## config.mk

```make
export PLATFORM = sky130hd
export DESIGN_NAME = cache_miss_fill_ctrl
export DESIGN_NICKNAME = d
export VERILOG_FILES = /design/src/rtl/cache_miss_fill_ctrl.sv
export SDC_FILE = /design/constraint.sdc
export NUM_CORES = 1
export LEC_CHECK = 0
export CAP_MARGIN = 20
export CORE_MARGIN = 4
export CORE_UTILIZATION = 30
export CTS_CLUSTER_SIZE = 16
export DETAILED_ROUTE_END_ITERATION = 8
export PLACE_DENSITY = 0.67
export SKIP_LAST_GASP = 1
export SLEW_MARGIN = 20
export SYNTH_ARGS = -nofsm -noshare
export SYNTH_HDL_FRONTEND = slang
export SYNTH_SLANG_ARGS = --single-unit
```

## constraint.sdc

```tcl
create_clock -name clk -period 3.2 [get_ports clk]
set_clock_uncertainty 0.05 [all_clocks]
set_input_delay 0.32 -clock clk [delete_from_list [all_inputs] [get_ports clk]]
set_output_delay 0.32 -clock clk [all_outputs]
set_load 0.02 [all_outputs]
```

## src/rtl/cache_miss_fill_ctrl.sv

```systemverilog
// cache_miss_fill_ctrl
//   Shared miss controller sitting between the I-cache, the D-cache and the single
//   pipelined memory4c read port. A pending D-cache miss wins over an I-cache miss.
//   The controller fetches the whole block, streams each returned word into the
//   selected cache's data array and writes that cache's tag with the last word.
//
// Ports
//   clk, rst                       clock (rising edge), asynchronous active-high reset
//   d_cache_miss_detected/address  D-cache miss request (level) and byte address
//   i_cache_miss_detected/address  I-cache miss request (level) and byte address
//   memory_data_valid              memory4c read data valid this cycle
//   memory_address, memory_rd_en   read request presented to memory4c
//   cache_fill_address             cache write address for the word returning now
//   d_cache_fsm_data_wen/tag_wen   D-cache data array / tag write enables
//   i_cache_fsm_data_wen/tag_wen   I-cache data array / tag write enables
//   fill_busy                      high while a fill is in flight (FILL and DONE)
module cache_miss_fill_ctrl #(
    parameter int unsigned AWIDTH      = 16,
    parameter int unsigned BLOCK_WORDS = 8
) (
    input  logic              clk,
    input  logic              rst,
    input  logic              d_cache_miss_detected,
    input  logic [AWIDTH-1:0] d_cache_miss_address,
    input  logic              i_cache_miss_detected,
    input  logic [AWIDTH-1:0] i_cache_miss_address,
    input  logic              memory_data_valid,
    output logic [AWIDTH-1:0] memory_address,
    output logic              memory_rd_en,
    output logic [AWIDTH-1:0] cache_fill_address,
    output logic              d_cache_fsm_data_wen,
    output logic              d_cache_fsm_tag_wen,
    output logic              i_cache_fsm_data_wen,
    output logic              i_cache_fsm_tag_wen,
    output logic              fill_busy
);

    // Byte offset bits within a block (16-bit words, so 2 bytes per word).
    localparam int unsigned Offs = $clog2(BLOCK_WORDS * 2);

    localparam logic [3:0] NumWords = 4'(BLOCK_WORDS);
    localparam logic [3:0] LastWord = 4'(BLOCK_WORDS - 1);

    localparam logic [1:0] StIdle = 2'd0;
    localparam logic [1:0] StFill = 2'd1;
    localparam logic [1:0] StDone = 2'd2;

    logic [1:0]        state_q, state_d;
    logic [3:0]        iss_cnt_q, iss_cnt_d;
    logic [3:0]        rcv_cnt_q, rcv_cnt_d;
    logic              sel_dcache_q, sel_dcache_d;
    logic [AWIDTH-1:0] base_q, base_d;

    // Low address bits select a word inside the block and are dropped on purpose.
    logic unused_offset_bits;
    assign unused_offset_bits = ^{d_cache_miss_address[Offs-1:0],
                                  i_cache_miss_address[Offs-1:0]};

    always_comb begin
        state_d              = state_q;
        iss_cnt_d            = iss_cnt_q;
        rcv_cnt_d            = rcv_cnt_q;
        sel_dcache_d         = sel_dcache_q;
        base_d               = base_q;
        memory_rd_en         = 1'b0;
        memory_address       = base_q;
        cache_fill_address   = base_q;
        d_cache_fsm_data_wen = 1'b0;
        d_cache_fsm_tag_wen  = 1'b0;
        i_cache_fsm_data_wen = 1'b0;
        i_cache_fsm_tag_wen  = 1'b0;
        fill_busy            = 1'b0;

        case (state_q)
            StIdle: begin
                // D-cache checked first so it wins a tie.
                if (d_cache_miss_detected) begin
                    base_d       = {d_cache_miss_address[AWIDTH-1:Offs], {Offs{1'b0}}};
                    sel_dcache_d = 1'b1;
                    iss_cnt_d    = '0;
                    rcv_cnt_d    = '0;
                    state_d      = StFill;
                end else if (i_cache_miss_detected) begin
                    base_d       = {i_cache_miss_address[AWIDTH-1:Offs], {Offs{1'b0}}};
                    sel_dcache_d = 1'b0;
                    iss_cnt_d    = '0;
                    rcv_cnt_d    = '0;
                    state_d      = StFill;
                end
            end

            StFill: begin
                fill_busy = 1'b1;
                // Issue and receive overlap because memory4c is pipelined.
                if (iss_cnt_q < NumWords) begin
                    memory_rd_en   = 1'b1;
                    memory_address = base_q + AWIDTH'({iss_cnt_q, 1'b0});
                    iss_cnt_d      = iss_cnt_q + 4'd1;
                end
                // Completion counts returned words, so any memory latency works.
                if (memory_data_valid) begin
                    cache_fill_address   = base_q + AWIDTH'({rcv_cnt_q, 1'b0});
                    d_cache_fsm_data_wen = sel_dcache_q;
                    i_cache_fsm_data_wen = ~sel_dcache_q;
                    rcv_cnt_d            = rcv_cnt_q + 4'd1;
                    if (rcv_cnt_q == LastWord) begin
                        d_cache_fsm_tag_wen = sel_dcache_q;
                        i_cache_fsm_tag_wen = ~sel_dcache_q;
                        state_d             = StDone;
                    end
                end
            end

            StDone: begin
                // One quiet cycle so the freshly written tag settles before re-arbitration.
                fill_busy = 1'b1;
                state_d   = StIdle;
            end

            default: state_d = StIdle;
        endcase
    end

    always_ff @(posedge clk or posedge rst) begin
        if (rst) begin
            state_q      <= StIdle;
            iss_cnt_q    <= '0;
            rcv_cnt_q    <= '0;
            sel_dcache_q <= 1'b0;
            base_q       <= '0;
        end else begin
            state_q      <= state_d;
            iss_cnt_q    <= iss_cnt_d;
            rcv_cnt_q    <= rcv_cnt_d;
            sel_dcache_q <= sel_dcache_d;
            base_q       <= base_d;
        end
    end

endmodule

```

Word level (Yosys, flattened, before mapping)
Index checks and enable logic that the tools add are counted.

Bitwise gates (word level): 1. Muxes and demuxes: 32. Reduce and logical (&&, ||, !) cells: 8. Add/sub/neg operators: 4. Eq/ne operators: 7. Order comparisons: 1.

Operators with widths (number): 16-bit 2-to-1 mux (6); 16-bit by 5-bit adder with 16-bit output (2); 4-bit 2-to-1 mux (4); 4-bit case mux with 2 select lines (2); 1-bit 2-to-1 mux (15); 3-bit AND reduction (3); 4-bit by 1-bit adder with 4-bit output (second input constant) (2); 2-bit 2-to-1 mux (4); 2-bit != test (second input constant) (3); 4-bit by 3-bit == test with 1-bit output (second input constant) (1); 4-bit less-than comparator (second input constant) (1); 2-bit case mux with 2 select lines (1); 2-bit nonzero test (2); 3-bit != test (second input constant) (1); 2-bit by 1-bit == test with 1-bit output (second input constant) (1); 2-bit == test (second input constant) (1); 2-bit zero test (1); 2-bit AND reduction (1); 2-bit OR reduction (1); 1-bit inverter (1).

Register bits: 27. Logic and storage cells: 58. Bits of input ports: 37. Output and inout port bits: 38.

Logic depth before layout (Yosys ltp)
Gate-level depths: netlist (run 1).

Word-level depth: 4. Mapped depth: 8. Mapped depth without buffers: 6.

Least setup slack after synthesis (run 1)
OpenSTA, ideal clock, no wires.

Path type: register to output. Start point: register state_q[1]. End point: output memory_address[10]. Data arrival time: 1.725 ns. Path buffers: 2. Data required time: 2.830 ns. Stages on the path, launching flop included: 9. Slack: 1.105 ns. Path through: dfrtp_1 > inv_1 > ha_1 > buf_4 > nor2b_1 > buf_2 > nand4_1 > nor2_1 > xor2_1.

Word-level cells in the longest chain between the ends: 2.

RTL lines: start, declared (RTL line 48) `logic [1:0] state_q, state_d;`; start signal, assigned (RTL line 126) `state_q <= StIdle;`; start signal, assigned (RTL line 132) `state_q <= state_d;`; 2-bit by 1-bit == test with 1-bit output (RTL line 74) `case (state_q)`; 16-bit 2-to-1 mux (RTL line 74); end, declared (RTL line 28) `output logic [AWIDTH-1:0] memory_address,`.

No other way between the ends.

Worst setup path after layout (run 1)
Same ends and word-level chain as after synthesis.

==> run_results.csv, run 1 <==
group,metric,value,unit
sta,report.final.hold_viol_count,0,
clock_network,cts_made_buffers,3,
routing,drtAntennaViolNets,0,
setup_path,crit_chain,"inv_1 > ha_1 > nor2b_1 > nand4_1 > nor2_1 > xor2_1 > clkdlybuf4s50_1",
clock_network,clk_latency,0.26,ns
pwr,total_power,0.001933,W
setup_path,path_class,"reg2out",
pwr,combPwrFrac,60.1,%
cells_and_area,fill_cells,520,
sta,finalSetupTns,0,ns
sta,finalSetupViolCount,0,
die,coreArea,5172,µm²
grt,antenna_found_initial,0,
routing,wl,4162,µm
setup_path,critPathCaptureType,"output port",
setup_path,crit_slowest_cell,"clkdlybuf4s50_1",
clock_network,clock_path_buffers,2,
sta,fin_hold_ws,0.4894,ns
min_path,hp-class,"reg2reg",
setup_path,path_buf_inv,2,
logic_synthesis,synth_mux_area_share,9.399,%
grt,grt_usage,12.61,%
setup_path,critPathTopFamily,"buffers and inverters",
clock_network,clkTransAtPathRegs,0.08,ns
sta,tightestPinTransition,0.9143,ns
pwr,switching_share,44.45,%
logic_synthesis,synth_area,1624,µm²
clock_network,cts_tree,"yes",
die,start_util,31.40,%
logic_synthesis,synthCells,187,
sta,fmax,366.9,MHz
logic_synthesis,syn_area_per_cell,8.685,µm²
logic_synthesis,ys_types,32,
pwr,power.switching,0.0008595,W
pwr,power_density,821.9,nW/µm²
routing,first_pass_iters,4,
cells_and_area,antennaDiodeCount,0,
cells_and_area,nNetsFinal,290,
sta,slew_headroom,38.98,%
logic_synthesis,synth_top_family_by_area,"simple AND/OR/NAND/NOR gates",
clock_network,cts.sinks,23,
pwr,clock_power_share,9.4,%
die,num_io_pins,75,
die,die_h,81.58,µm
place,dpl.hpwl,3189,µm
sta,slew_viol_final,0,
pwr,cellLeakagePower,1.021,nW
routing,drc,0,
routing,wl_per_cell,13.25,µm
sta,rsz0062_at_grt,"false",
cells_and_area,multi_input_area,954.7,µm²
clock_network,cts_resized,0,
logic_synthesis,synth_top_area_cell,"dfrtp_1",
cells_and_area,fin_cells,314,
die,die_area,6654,µm²
setup_path,cp_max_fo,4,
setup_path,startpoint_type,"flop",
logic_synthesis,yosys-top-cells-area,"dfrtp_1, mux2i_1, ha_1",
cells_and_area,area_growth,44.84,%
place,dp.cells,310,
setup_path,arrival,2.36,ns
cells_and_area,drive_above_1_share,4.508,%
routing,drtIter0Drc,34,
grt,grt_pass1_wl,6610,µm
clock_network,cts_root_buf,"clkbuf_8",
logic_synthesis,yosys.area_share.simple,22.73,%
clock_network,cts_max_level,1,
clock_network,ctsHoldBuffers,0,
logic_synthesis,synth-adder-area-share,6.163,%
grt,gr-total-overflow,0,
setup_path,rrSetupSlack,1.19,ns
cells_and_area,ff_latch_area,575.6,µm²
pwr,peakVddDrop,0.0003809,V
pwr,intPower,0.001074,W
pwr,p_seq_share,30.5,%
job,max_cap_violations,0,
place,place_congestion,0.7250,
logic_synthesis,ys_seq_area_share,35.44,%
place,io_buffers,64,
logic_synthesis,ys_seq_elements,23,
setup_path,worst_ep_required_time,2.83,ns
status,outcome,"complete, no violations",
die,die_w,81.58,µm
logic_synthesis,ys_warn_count,0,
setup_path,cp_slowest_stage_delay,0.62,ns
grt,grt_pass1_vias,1409,
grt,grt_max_degree,27,
logic_synthesis,synthXorXnorAreaFrac,9.707,%
routing,via_per_inst,4.589,
logic_synthesis,synth_top_area_share,35.44,%
sta,final.min_clock_period,2.725,ns
clock_network,postCtsSetupBuffers,0,
die,rows,26,
sta,finalCritPeriodShare,85.17,%
logic_synthesis,synth_compound_area_share,10.32,%
routing,num_vias,1441,
## through the flow
stage / area (µm²) / util (%) / worst slack, ns
CTS: 2352 / 45.48 / 0.4473
finish: 2352 / 45.48 / 0.4746
detailed placement: 2307 / 44.61 / 0.6240
global placement: 2307 / 44.61 / 0.6222
global route: 2352 / 45.48 / 0.2773
floorplan: 1628 / - / 1.105
## power groups by stage
stage / logic [W] / clock network [W] / registers (W)
final: 0.00116 / 0.000181 / 0.000589
after global routing: 0.00126 / 0.000199 / 0.000614
after CTS: 0.00118 / 0.000189 / 0.000589
after detailed placement: 0.00118 / 0 / 0.000593
after global placement: 0.00116 / 0 / 0.000588
after floorplan: 0.000723 / 0 / 0.000534
## layout make-up
class                           count  share of cell area, %
Multi-Input combinational cell    145                  40.59
Timing Repair Buffer               69                  28.83
Sequential cell                    23                  24.47
Tap cell                           70                  3.723
Clock buffer                        4                  1.915
Inverter                            3                 0.4787
## worst register-to-register path, delay by kind of cell (launching register included)
family	cells	cell delay [ns]
AO/OA/AOI/OAI	1	0.17
flip-flops	1	0.38
adder cells (fa/ha/maj)	1	0.28
AND/OR/NAND/NOR	2	0.63
multiplexers	1	0.28
buffers and inverters	1	0.11
## final timing paths
kind	startpoint	endpoint	cells after the start
max	state_q[1]	memory_address[10]	7
max in group asynchronous	rst	base_q[7]	2
min in group asynchronous	rst	iss_cnt_q[2]	2
min reg2reg	rcv_cnt_q[0]	rcv_cnt_q[0]	1
max reg2reg	state_q[1]	iss_cnt_q[2]	6
min	rcv_cnt_q[0]	rcv_cnt_q[0]	1
## layer usage
layer,wire (µm),track usage [%],up-vias
met5,0,0,-
met4,19,2.492,0
met3,237,2.303,2
met2,2019,21.91,35
met1,1887,16.39,655
li1,-,-,749
## cells by family (layout without fill, tap and decap cells)
logic type | Yosys count | after routing
flops | 23 | 23
mux | 15 | 15
fa+ha+maj | 8 | 8
other cells | 1 | 2
xor+xnor | 18 | 18
compound gates | 29 | 29
simple gates | 73 | 73
buf+inv | 20 | 76
## layout by cell type, fill, tap and decap left out, types with 7 or more instances in the layout
| cell type | n |
|---|---|
| clkdlybuf4s50_1 | 64 |
| mux2i_1 | 13 |
| nor2_1 | 12 |
| nand2_1 | 26 |
| ha_1 | 8 |
| dfrtp_1 | 23 |
| xor2_1 | 7 |
| xnor2_1 | 11 |
| o21ai_0 | 20 |
## state kept, by name, summed over array words and instances, names as in the netlist
name and count:
iss_cnt_q 4, sel_dcache_q 1, base_q 12, state_q 2, rcv_cnt_q 4
## cell usage after synthesis (all sizes together)
library cell / instances
o21ai: 21
o21a: 1
xnor2: 11
and3: 6
nand2: 26
a21oi: 1
or3b: 1
nand4: 5
a21o: 1
nand3: 6
xor2: 7
nor2b: 3
inv: 3
dfrtp: 23
mux2i: 13
mux2: 2
nor3b: 2
and2: 5
ha: 8
nand3b: 1
a22o: 4
buf: 10
and4: 2
clkbuf: 7
nand4b: 1
nor3: 3
conb: 1
o31ai: 1
nor2: 12
No activity file was read; power rests on OpenSTA's default activity.
==> run 2, diff against run 1 <==
- CORE_ASPECT_RATIO: unset -> 1.75
- DONT_BUFFER_PORTS: unset -> 1
- PLACE_DENSITY: 0.67 -> 0.5
==> run_results.csv, run 2 (synthesized netlist as in run 1, its figures left out) <==
group,metric,value,unit
sta,tightestPinTransition,0.9143,ns
setup_path,worst_ep_required_time,2.83,ns
sta,final.min_clock_period,2.514,ns
clock_network,clkTransAtPathRegs,0.09,ns
clock_network,cts.sinks,23,
place,post-place-ws,0.9635,ns
sta,finalSetupViolCount,0,
cells_and_area,regMostFlops,"base_q",
status,outcome,"complete, but fails checks",
grt,grt_usage,12.01,%
setup_path,critPathCaptureType,"output port",
setup_path,rrSetupSlack,1.15,ns
clock_network,cts_root_buf,"clkbuf_8",
place,dpl.hpwl,2952,µm
clock_network,clock_path_buffers,2,
cells_and_area,final_area,1675,µm²
clock_network,clk_latency,0.27,ns
pwr,peakVddDrop,0.0003307,V
cells_and_area,reg.largest.list,"base_q (12), iss_cnt_q (4), rcv_cnt_q (4)",
clock_network,postCtsSetupBuffers,0,
cells_and_area,largest_reg_flops,12,
setup_path,cp_slowest_stage_delay,0.44,ns
die,die_area,6701,µm²
min_path,hp-class,"in2async",
setup_path,startpoint_type,"flop",
setup_path,path_class,"reg2out",
cells_and_area,nNetsFinal,223,
die,start_util,30.90,%
routing,drtAntennaViolNets,0,
sta,fin_ws,0.6856,ns
grt,gr-total-overflow,0,
place,io_buffers,0,
place,placed_area,1629,µm²
clock_network,cts_tree,"yes",
sta,slew_viol_final,0,
routing,top_layer,"met4",
die,rows,35,
sta,finalCritPeriodShare,78.58,%
cells_and_area,layout.cells.most_common,"nand2_1",
place,place_congestion,0.7708,
sta,fin_hold_ws,-0.04659,ns
sta,report.final.hold_viol_count,23,
routing,dr_wl_met2,2115,µm
routing,drc,0,
routing,wl,3860,µm
sta,slew_headroom,39.04,%
clock_network,cts_max_level,1,
routing,via_per_inst,5.371,
setup_path,crit_chain,"inv_1 > ha_1 > and4_1 > and3_1 > nand4_1 > xnor2_1",
sta,rsz0062_at_grt,"false",
routing,wl_met1,1474,µm
routing,wl_per_cell,16.64,µm
routing,num_vias,1246,
sta,finalSetupTns,0,ns
clock_network,cts_made_buffers,3,
grt,antenna_found_initial,0,
pwr,cellLeakagePower,0.7638,nW
cells_and_area,area_growth,3.159,%
die,die_w,63.62,µm
setup_path,crit_slowest_cell,"xnor2_1",
clock_network,ctsHoldBuffers,0,
status,failed_checks,"negative hold slack",
cells_and_area,final_cell_mix,"nand2_1, dfrtp_1, o21ai_0",
cells_and_area,fill_cells,549,
cells_and_area,drive_above_1_share,5.650,%
die,num_io_pins,75,
routing,first_pass_iters,4,
grt,grt_max_degree,27,
die,die_h,105.3,µm
sta,fmax,397.7,MHz
setup_path,arrival,2.14,ns
clock_network,cts_resized,0,
job,max_cap_violations,0,
routing,drtIter0Drc,29,
routing,met3_length,224,µm
die,coreArea,5255,µm²
grt,grt_pass1_wl,6272,µm
grt,grt_pass1_vias,1201,
pwr,power_density,922.0,nW/µm²
setup_path,cp_max_fo,8,
cells_and_area,antennaDiodeCount,0,
-- run 2: through the flow --
stage	hold slack [ns]	total power (W)	utilization [%]	instances
floorplan	0.2719	0.001257	-	188
global placement	0.4239	0.001371	31.00	228
detailed placement	0.4240	0.001378	31.00	228
CTS	0.1329	0.001573	31.88	232
global route	0.01749	0.001675	31.88	232
finish	-0.04659	0.001545	31.88	232
-- run 2: path summary, 6_finish.rpt --
path                                                to                  start  cells past startpoint
min in group clk                          sel_dcache_q  d_cache_miss_detected                      1
max in group asynchronous                   state_q[1]                    rst                      1
worst max register to register            iss_cnt_q[2]             state_q[0]                      6
worst min register to register            rcv_cnt_q[0]           rcv_cnt_q[0]                      1
worst max-delay path            cache_fill_address[11]             state_q[1]                      6
worst min-delay path                        base_q[12]                    rst                      1
-- run 2: cell type report --
class	count	area [µm²]	area share, %
Clock buffer	3	41.29	2.465
Clock inverter	1	5.005	0.2987
Inverter	3	11.26	0.6721
Multi-Input combinational cell	145	958.4	57.21
Sequential cell	23	575.6	34.35
Tap cell	55	68.82	4.108
Timing Repair Buffer	2	15.01	0.8962
-- run 2: per-layer routing --
| metal | vias up | GRT usage, % |
|---|---|---|
| li1 | 612 | - |
| met2 | 43 | 21.91 |
| met3 | 4 | 1.919 |
| met4 | 0 | 4.637 |
| met1 | 587 | 13.63 |
| met5 | - | 0 |
-- run 2: power breakdown --
part	switching [W]	internal [W]
Clock	0.000102	0.0000871
Combinational	0.000478	0.000238
Sequential	0.000231	0.000408
Total	0.000811	0.000733
-- run 2: critical path, delay by kind of cell (launching register included) --
kind	cells	cell delay (ns)
adder cells (fa/ha/maj)	1	0.35
flip-flops	1	0.37
AND/OR/NAND/NOR	3	0.62
XOR/XNOR	1	0.44
buffers and inverters	1	0.11
